===== config.mk =====
export PLATFORM = sky130hd
export DESIGN_NAME = uart_tx_param
export DESIGN_NICKNAME = d
export VERILOG_FILES = /design/src/rtl/uart_tx_param.sv
export SDC_FILE = /design/constraint.sdc
export NUM_CORES = 1
export LEC_CHECK = 0
export ABC_AREA = 1
export CAP_MARGIN = 15
export CORE_UTILIZATION = 28
export CTS_CLUSTER_DIAMETER = 60
export CTS_CLUSTER_SIZE = 40
export DETAILED_ROUTE_END_ITERATION = 12
export PLACE_DENSITY = 0.55
export SYNTH_ARGS = -nofsm -noshare
export SYNTH_HDL_FRONTEND = slang
export SYNTH_SLANG_ARGS = --single-unit

===== constraint.sdc =====
create_clock -name clk -period 4.2 [get_ports clk]
set_input_delay 0.84 -clock clk [delete_from_list [all_inputs] [get_ports clk]]
set_output_delay 0.84 -clock clk [all_outputs]
set_load 0.02 [all_outputs]

===== src/rtl/uart_tx_param.sv =====
// Buffered UART transmitter: write FIFO feeding a start/data/parity/stop serialiser.
// Frame config (parity, stop bits, baud divisor) is latched per frame at the pop.
module uart_tx_param #(
  parameter int DATA_BITS  = 8,
  parameter int OVERSAMPLE = 16,
  parameter int FIFO_DEPTH = 4
) (
  input  logic                 clk,
  input  logic                 reset,
  input  logic                 tx_en,
  input  logic                 wr,
  input  logic [DATA_BITS-1:0] wdata,
  input  logic [15:0]          baud_div,
  input  logic [1:0]           par_mode,
  input  logic                 stop2,
  output logic                 txd,
  output logic                 busy,
  output logic                 full,
  output logic                 empty,
  output logic                 overflow,
  output logic [2:0]           dbg_state
);

  localparam int AW = $clog2(FIFO_DEPTH);
  localparam int PW = AW + 1;
  localparam logic [4:0] LAST_SAMPLE = 5'(OVERSAMPLE - 1);
  localparam logic [3:0] LAST_DATA   = 4'(DATA_BITS - 1);

  typedef enum logic [2:0] {
    IDLE   = 3'd0,
    START  = 3'd1,
    DATA   = 3'd2,
    PARITY = 3'd3,
    STOP   = 3'd4
  } state_t;

  // Write FIFO
  logic [DATA_BITS-1:0] mem_q [FIFO_DEPTH];
  logic [PW-1:0]        wr_ptr_q, wr_ptr_d;
  logic [PW-1:0]        rd_ptr_q, rd_ptr_d;
  logic                 full_q, full_d;
  logic                 empty_q, empty_d;
  logic                 overflow_q;
  logic                 push, pop;
  logic [DATA_BITS-1:0] head;

  // Serialiser
  state_t               state_q;
  logic                 txd_q;
  logic [DATA_BITS-1:0] shift_q;
  logic                 par_bit_q;
  logic                 par_en_q;
  logic                 stop2_q;
  logic                 stop_cnt_q;
  logic [15:0]          div_q;
  logic [15:0]          baud_cnt_q;
  logic [4:0]           sample_cnt_q;
  logic [3:0]           bit_cnt_q;
  logic                 tick, bit_done, last_stop, start_frame;

  assign head = mem_q[rd_ptr_q[AW-1:0]];

  assign tick      = (baud_cnt_q == 16'd0);
  assign bit_done  = tick && (sample_cnt_q == LAST_SAMPLE);
  assign last_stop = (state_q == STOP) && bit_done && (!stop2_q || stop_cnt_q);

  // A new frame starts from IDLE or directly off the end of the last stop bit.
  assign start_frame = tx_en && !empty_q &&
                       ((state_q == IDLE) || last_stop);

  assign push = wr && tx_en && !full_q;
  assign pop  = start_frame;

  always_comb begin
    wr_ptr_d = wr_ptr_q + {{AW{1'b0}}, push};
    rd_ptr_d = rd_ptr_q + {{AW{1'b0}}, pop};
    empty_d  = (wr_ptr_d == rd_ptr_d);
    full_d   = ((wr_ptr_d ^ rd_ptr_d) == {1'b1, {AW{1'b0}}});
  end

  always_ff @(posedge clk) begin
    if (push) begin
      mem_q[wr_ptr_q[AW-1:0]] <= wdata;
    end
  end

  always_ff @(posedge clk or posedge reset) begin
    if (reset) begin
      wr_ptr_q   <= '0;
      rd_ptr_q   <= '0;
      full_q     <= 1'b0;
      empty_q    <= 1'b1;
      overflow_q <= 1'b0;
    end else begin
      wr_ptr_q   <= wr_ptr_d;
      rd_ptr_q   <= rd_ptr_d;
      full_q     <= full_d;
      empty_q    <= empty_d;
      overflow_q <= wr && tx_en && full_q;
    end
  end

  always_ff @(posedge clk or posedge reset) begin
    if (reset) begin
      state_q      <= IDLE;
      txd_q        <= 1'b1;
      shift_q      <= '0;
      par_bit_q    <= 1'b0;
      par_en_q     <= 1'b0;
      stop2_q      <= 1'b0;
      stop_cnt_q   <= 1'b0;
      div_q        <= '0;
      baud_cnt_q   <= '0;
      sample_cnt_q <= '0;
      bit_cnt_q    <= '0;
    end else if (start_frame) begin
      state_q      <= START;
      txd_q        <= 1'b0;
      shift_q      <= head;
      par_en_q     <= par_mode[0] ^ par_mode[1];
      par_bit_q    <= (^head) ^ par_mode[1];
      stop2_q      <= stop2;
      stop_cnt_q   <= 1'b0;
      div_q        <= baud_div;
      baud_cnt_q   <= baud_div;
      sample_cnt_q <= '0;
      bit_cnt_q    <= '0;
    end else if (state_q != IDLE) begin
      if (tick) begin
        baud_cnt_q   <= div_q;
        sample_cnt_q <= bit_done ? 5'd0 : sample_cnt_q + 5'd1;
      end else begin
        baud_cnt_q <= baud_cnt_q - 16'd1;
      end
      if (bit_done) begin
        case (state_q)
          START: begin
            state_q   <= DATA;
            txd_q     <= shift_q[0];
            shift_q   <= shift_q >> 1;
            bit_cnt_q <= '0;
          end
          DATA: begin
            if (bit_cnt_q == LAST_DATA) begin
              if (par_en_q) begin
                state_q <= PARITY;
                txd_q   <= par_bit_q;
              end else begin
                state_q    <= STOP;
                txd_q      <= 1'b1;
                stop_cnt_q <= 1'b0;
              end
            end else begin
              txd_q     <= shift_q[0];
              shift_q   <= shift_q >> 1;
              bit_cnt_q <= bit_cnt_q + 4'd1;
            end
          end
          PARITY: begin
            state_q    <= STOP;
            txd_q      <= 1'b1;
            stop_cnt_q <= 1'b0;
          end
          STOP: begin
            // Back-to-back restart is handled by the start_frame branch above.
            if (stop2_q && !stop_cnt_q) begin
              stop_cnt_q <= 1'b1;
            end else begin
              state_q <= IDLE;
            end
          end
          default: begin
            state_q <= IDLE;
            txd_q   <= 1'b1;
          end
        endcase
      end
    end
  end

  assign txd       = txd_q;
  assign busy      = (state_q != IDLE) || !empty_q;
  assign full      = full_q;
  assign empty     = empty_q;
  assign overflow  = overflow_q;
  assign dbg_state = state_q;

endmodule

# Word-level counts from Yosys, hierarchy flattened
# Memory sizes are Yosys's and may differ from the RTL's.
# Index checks and enable logic that the tools add are counted.
dict set report word_totals {
  input_bits 31
  register_bits 66
  latch_bits 0
  n_memories 1
  elab_cells 108
  ram_bits 32
  romBits 0
  output_inout_bits 8
}
# memory depth word_bits read_ports rd_ports_with_merged_regs wr line_no
set memory_table {}
lappend memory_table {mem_q 4 8 1 0 1 38} ;# logic [DATA_BITS-1:0] mem_q [FIFO_DEPTH];
dict set report classes {
  n_reduce_logical 30
  muxes 39
  n_div 0
  mul 0
  n_eq_ne 14
  shifts 0
  add_sub_neg 5
  n_lt_le_gt_ge 0
  bitwise_logic 3
}
# cell count
set op_table {}
lappend op_table {{16-bit 2-to-1 mux} 3}
lappend op_table {{8-bit 2-to-1 mux} 4}
lappend op_table {{5-bit 2-to-1 mux} 4}
lappend op_table {{3-bit 2-to-1 mux} 6}
lappend op_table {{16-bit logical NOT} 1}
lappend op_table {{4-bit 2-to-1 mux} 4}
lappend op_table {{8-bit one-hot mux with 2 select lines} 1}
lappend op_table {{16-bit by 1-bit subtractor with 16-bit output, second input constant} 1}
lappend op_table {{1-bit 2-to-1 mux} 13}
lappend op_table {{3-bit inequality test, second input constant} 4}
lappend op_table {{3-bit one-hot mux with 4 select lines} 1}
lappend op_table {{1-bit logical AND} 9}
lappend op_table {{4-bit one-hot mux with 2 select lines} 1}
lappend op_table {{4-bit AND reduction} 2}
lappend op_table {{8-bit parity} 1}
lappend op_table {{3-bit by 1-bit adder with 3-bit output} 2}
lappend op_table {{3-bit by 2-bit equality test with 1-bit output, second input constant} 2}
lappend op_table {{3-bit equality test, second input constant} 2}
lappend op_table {{1-bit one-hot mux with 3 select lines} 2}
lappend op_table {{6-bit AND reduction} 1}
lappend op_table {{2-bit nonzero test} 3}
lappend op_table {{3-bit nonzero test} 2}
lappend op_table {{5-bit by 1-bit adder with 5-bit output, second input constant} 1}
lappend op_table {{5-bit by 4-bit equality test with 1-bit output, second input constant} 1}
lappend op_table {{other kinds (14)} 20}

# Logic depth before layout (Yosys ltp)
dict set report depth {
  ltp_word 9
  depth_mapped 15
  depth_no_buf 14
}

# Least setup slack after synthesis
# No wires, ideal clock.
dict set report synth_path {
  path_kind {register to register}
  startpoint {reg baud_cnt_q[0]}
  endpoint {reg empty_q, in the netlist empty}
  path_stages_with_launch 14
  synth_period_minus_slack_ns 2.308
  n_path_buf 1
  required_time_ns 4.133
  slack_ns 1.892
  arrival_time_ns 2.241
  path_cell_list {dfrtp_1 -> inv_1 -> ha_1 -> nand3_4 -> nor2_4 -> nand4_2 -> a21oi_2 -> buf_2 -> ha_1 -> ha_1 -> xor2_1 -> xnor2_1 -> inv_1 -> nor2_1}
}
dict set report synth_between {
  elab_chain_cells 8
}
# element line_no
set synth_lines {}
lappend synth_lines {{start: declaration} 56} ;# logic [15:0] baud_cnt_q;
lappend synth_lines {{start signal: assignment} 125} ;# baud_cnt_q <= baud_div;
lappend synth_lines {{start signal: assignment} 130} ;# baud_cnt_q <= div_q;
lappend synth_lines {{start signal: assignment} 133} ;# baud_cnt_q <= baud_cnt_q - 16'd1;
lappend synth_lines {{16-bit logical NOT} 63} ;# assign tick = (baud_cnt_q == 16'd0);
lappend synth_lines {{1-bit logical AND} 64} ;# assign bit_done = tick && (sample_cnt_q == LAST_SAMPLE);
lappend synth_lines {{1-bit logical AND (2 in series)} 65} ;# assign last_stop = (state_q == STOP) && bit_done && (!stop2_q || stop_cnt_q);
lappend synth_lines {{1-bit logical OR} 69} ;# ((state_q == IDLE) || last_stop);
lappend synth_lines {{1-bit logical AND} 68} ;# assign start_frame = tx_en && !empty_q &&
lappend synth_lines {{via pop} 44} ;# logic push, pop;
lappend synth_lines {{3-bit by 1-bit adder with 3-bit output} 76} ;# rd_ptr_d = rd_ptr_q + {{AW{1'b0}}, pop};
lappend synth_lines {{via rd_ptr_d[2]} 40} ;# logic [PW-1:0] rd_ptr_q, rd_ptr_d;
lappend synth_lines {{3-bit equality test} 77} ;# empty_d = (wr_ptr_d == rd_ptr_d);
lappend synth_lines {{via empty_d} 42} ;# logic empty_q, empty_d;
lappend synth_lines {{end signal: assignment} 98} ;# empty_q <= empty_d;
lappend synth_lines {{end: declaration} 42}
# The timed path passes the listed nets, and every way through them passes these cells.
# A chain may end at the register's enable or synchronous reset.

# Worst setup path after layout
dict set report layout_path {
  startpoint {reg state_q[0], in the netlist dbg_state[0]}
  endpoint {out busy}
}
dict set report layout_between {
  elab_chain_cells 2
}
# element line_no
set layout_lines {}
lappend layout_lines {{start: declaration} 48} ;# state_t state_q;
lappend layout_lines {{start signal: assignment} 105} ;# state_q <= IDLE;
lappend layout_lines {{start signal: assignment} 117} ;# state_q <= START;
lappend layout_lines {{start signal: assignment} 138} ;# state_q <= DATA;
lappend layout_lines {{3-bit nonzero test} 182} ;# assign busy = (state_q != IDLE) || !empty_q;
lappend layout_lines {{1-bit logical OR} 182}
lappend layout_lines {{end: declaration} 17} ;# output logic busy,
# No other way between the ends.

==> results.yml <==
clocking:
  cts_hold_buffers: 0
  cts_root_buf: "clkbuf_16"
  cts_tree: "yes"
  cts.repair.resized: 0
  post_cts_buffers: 0
  cts_buffers: 9
  insertion_delay_ps: 350
  cts_buffer_depth: 2
  cts_sinks: 98
  clk_pin_slew_ps: 70
  htree_levels: 3
die:
  die_w_um: 136.8
  die_y_um: 136.8
  ios: 39
  die-area_sq_mm: 0.01873
  core-area_sq_mm: 0.01754
  start_util_pct: 29.03
  rows: 48
setup_path:
  r2r_slack_ps: 1770
  arrival_ps: 1800
  crit_buf_inv: 2
  r2r_start: "rd_ptr_q[0]"
  start_kind: "flop"
  path_class: "reg2out"
  slowest_delay_ps: 540
  worstSetupEndpointType: "primary output"
  cp_cell_sequence: "inv_1, nand2_1, nor2_1, nand2_1, clkdlybuf4s50_1"
  worst_ep_required_time_ps: 3360
  worst_r2r_endpoint: "par_bit_q"
  cp_common_cell: "nand2_1"
  cp_num_cells: 5
  cp_max_fo: 6
  cp_top_family: "buffers and inverters"
  rr_worst_depth: 13
  cp_slowest_cell: "clkdlybuf4s50_1"
drt:
  wl_per_cell_um: 12.13
  vias: 3887
  drc_errors: 0
  wirelength_um: 10580
  detail-route-antenna-nets: 0
  drtIter0Drc: 238
  via_per_inst: 4.458
  drtPass1Iterations: 4
sta:
  finalHoldViolations: 0
  fin_crit_sh_pct: 62.79
  setup_tns_ps: 0
  fin_ws_ps: 1563
  finalCriticalPeriod_ps: 2637
  skew_ps: 6.405
  worstMarginPinSlew_ps: 595.3
  slew_viol_final: 0
  setup_viol: 0
  grt_setup_unrepaired: "false"
  max_slew_margin_pct: 60.31
  max_freq_ghz: 0.3792
worst_hold_path:
  whs_path_depth: 2
  hold_path_end: "txd"
  hold_class: "reg2reg"
  min_from: "txd"
grt:
  overflow: 0
  grt_usage_pct: 12.67
  antenna_found_initial: 0
  grt_max_degree: 45
  grt_pass1_wl_um: 18460
  grt_pass1_vias: 3860
synth:
  synth_seq_area_share_pct: 51.36
  synth-main-ff-cell: "dfrtp_1"
  syn-num-nets: 641
  syn_avg_cell_area_sq_um: 8.443
  yosys.area.top_type_share_pct: 31.46
  yosys_warnings: 0
  yosysTopAreaCell: "dfrtp_1"
  netlist_area_sq_mm: 0.005091
  synth.area.top_cells: "dfrtp_1, edfxtp_1, nand2_1, nand3_1, inv_1"
  synth_edf_count: 32
  async_reset_ff_share_pct: 67.35
  yosysUniqueCellTypes: 45
  synth_seq_cells: 98
  synth_cells: 603
power_and_ir_drop:
  leakagePower_nw: 2.804
  ir_drop_uv: 259.2
  power_density_mw_per_mm2: 667.4
run:
  drv_cap: 0
finish:
  area_growth_pct: 17.94
  antenna_cells: 0
  layout-drive-gt1-share_pct: 8.810
  layout.nets: 680
  final_core_util_pct: 34.24
placed_design:
  hpwl_um: 7495
  dpl_worst_slack_ps: 1095
  io_buffers: 38
  gp_congestion: 0.7908
run_status:
  status: "completed"
[kinds of logic after synthesis]
family / synth area share (%)
simple gates: 28.29
flops: 51.36
buf+inv: 6.562
compound gates: 9.142
xor+xnor: 2.924
fa+ha+maj: 1.720
[per-stage QoR]
stage / power (mW) / cell area, sq um / std cells / hold WS (ps)
final: 4.008 / 6005 / 872 / 470.1
after global routing: 4.397 / 6005 / 872 / 499.0
after CTS: 4.075 / 6000 / 871 / 474.7
after detailed placement: 3.233 / 5705 / 855 / 464.4
after global placement: 3.220 / 5705 / 855 / 463.0
after floorplan: 2.838 / 5091 / 603 / 441.6
[layout make-up]
cell class                      instances  area [sq um]
Sequential cell                        98          2615
Inverter                               59         226.5
Tap cell                              225         281.5
Clock buffer                            9         225.2
Timing Repair Buffer                   47         445.4
Fill cell                            1871         11530
Clock inverter                          7         68.82
Multi-Input combinational cell        427          2142
[worst min-delay path, delay by kind of cell, from the launching register on]
| family | cells | cell delay (ps) |
|---|---|---|
| flip-flops | 1 | 370 |
| AO/OA/AOI/OAI | 1 | 60 |
| AND/OR/NAND/NOR | 1 | 50 |
[worst max-delay path by stage]
stage                             from            end  slack (ps)
after floorplan                  reset  baud_cnt_q[0]        1710
after global placement           tx_en    mem_q[2][5]        1110
after detailed placement         tx_en    mem_q[2][5]        1100
after CTS                        tx_en    mem_q[2][0]        1470
after global routing             tx_en     shift_q[7]        1360
final                     dbg_state[0]           busy        1560
[synth_stat cells, drive strengths merged (3+ instances only)]
cell type,number
nor3,6
a31oi,9
nand3,48
nand4,3
nor2,52
xnor2,6
o21ai,36
a21oi,9
inv,57
buf,12
xor2,11
or2,5
edfxtp,32
clkbuf,7
nand2,213
dfrtp,64
o211ai,12
ha,7
[power breakdown]
group | internal [mW] | switching [mW] | total [mW] | leakage [nW]
Sequential | 1.30 | 0.255 | 1.56 | 1.10
Clock | 0.459 | 0.360 | 0.819 | 0.136
Combinational | 0.611 | 1.02 | 1.63 | 1.56
[flip-flops by register name, indices dropped and copies added (netlist names)]
name          flops
div_q            16
rd_ptr_q          3
shift_q           8
dbg_state         3
wr_ptr_q          3
stop_cnt_q        1
mem_q            32
overflow          1
par_bit_q         1
sample_cnt_q      5
baud_cnt_q       16
full              1
empty             1
par_en_q          1
bit_cnt_q         4
txd               1
stop2_q           1
[per-layer routing]
metal / share of wire [%] / wire length [um] / track usage, %
met1: 48 / 5035 / 15.61
met2: 48 / 5076 / 21.60
met3: 3.2 / 337 / 3.444
met4: 1.2 / 125 / 3.663
met5: 0 / 0 / 0
[layout by cell type (no fill, tap or decap), drive strengths merged, types with 3 or more instances in the layout]
| cell type | netlist | routed |
|---|---|---|
| dfrtp | 64 | 64 |
| buf | 12 | 9 |
| nor3 | 6 | 6 |
| nand3 | 48 | 48 |
| nand4 | 3 | 3 |
| nor2 | 52 | 52 |
| clkbuf | 7 | 9 |
| clkinv | 2 | 4 |
| inv | 57 | 58 |
| nand2 | 213 | 213 |
| clkinvlp | 0 | 3 |
| xnor2 | 6 | 6 |
| clkdlybuf4s50 | 0 | 38 |
| o211ai | 12 | 12 |
| edfxtp | 32 | 32 |
| xor2 | 11 | 11 |
| ha | 7 | 7 |
| a31oi | 9 | 9 |
| o21ai | 36 | 36 |
| a21oi | 9 | 9 |
| or2 | 5 | 5 |
No activity file was read; power rests on OpenSTA's default activity.
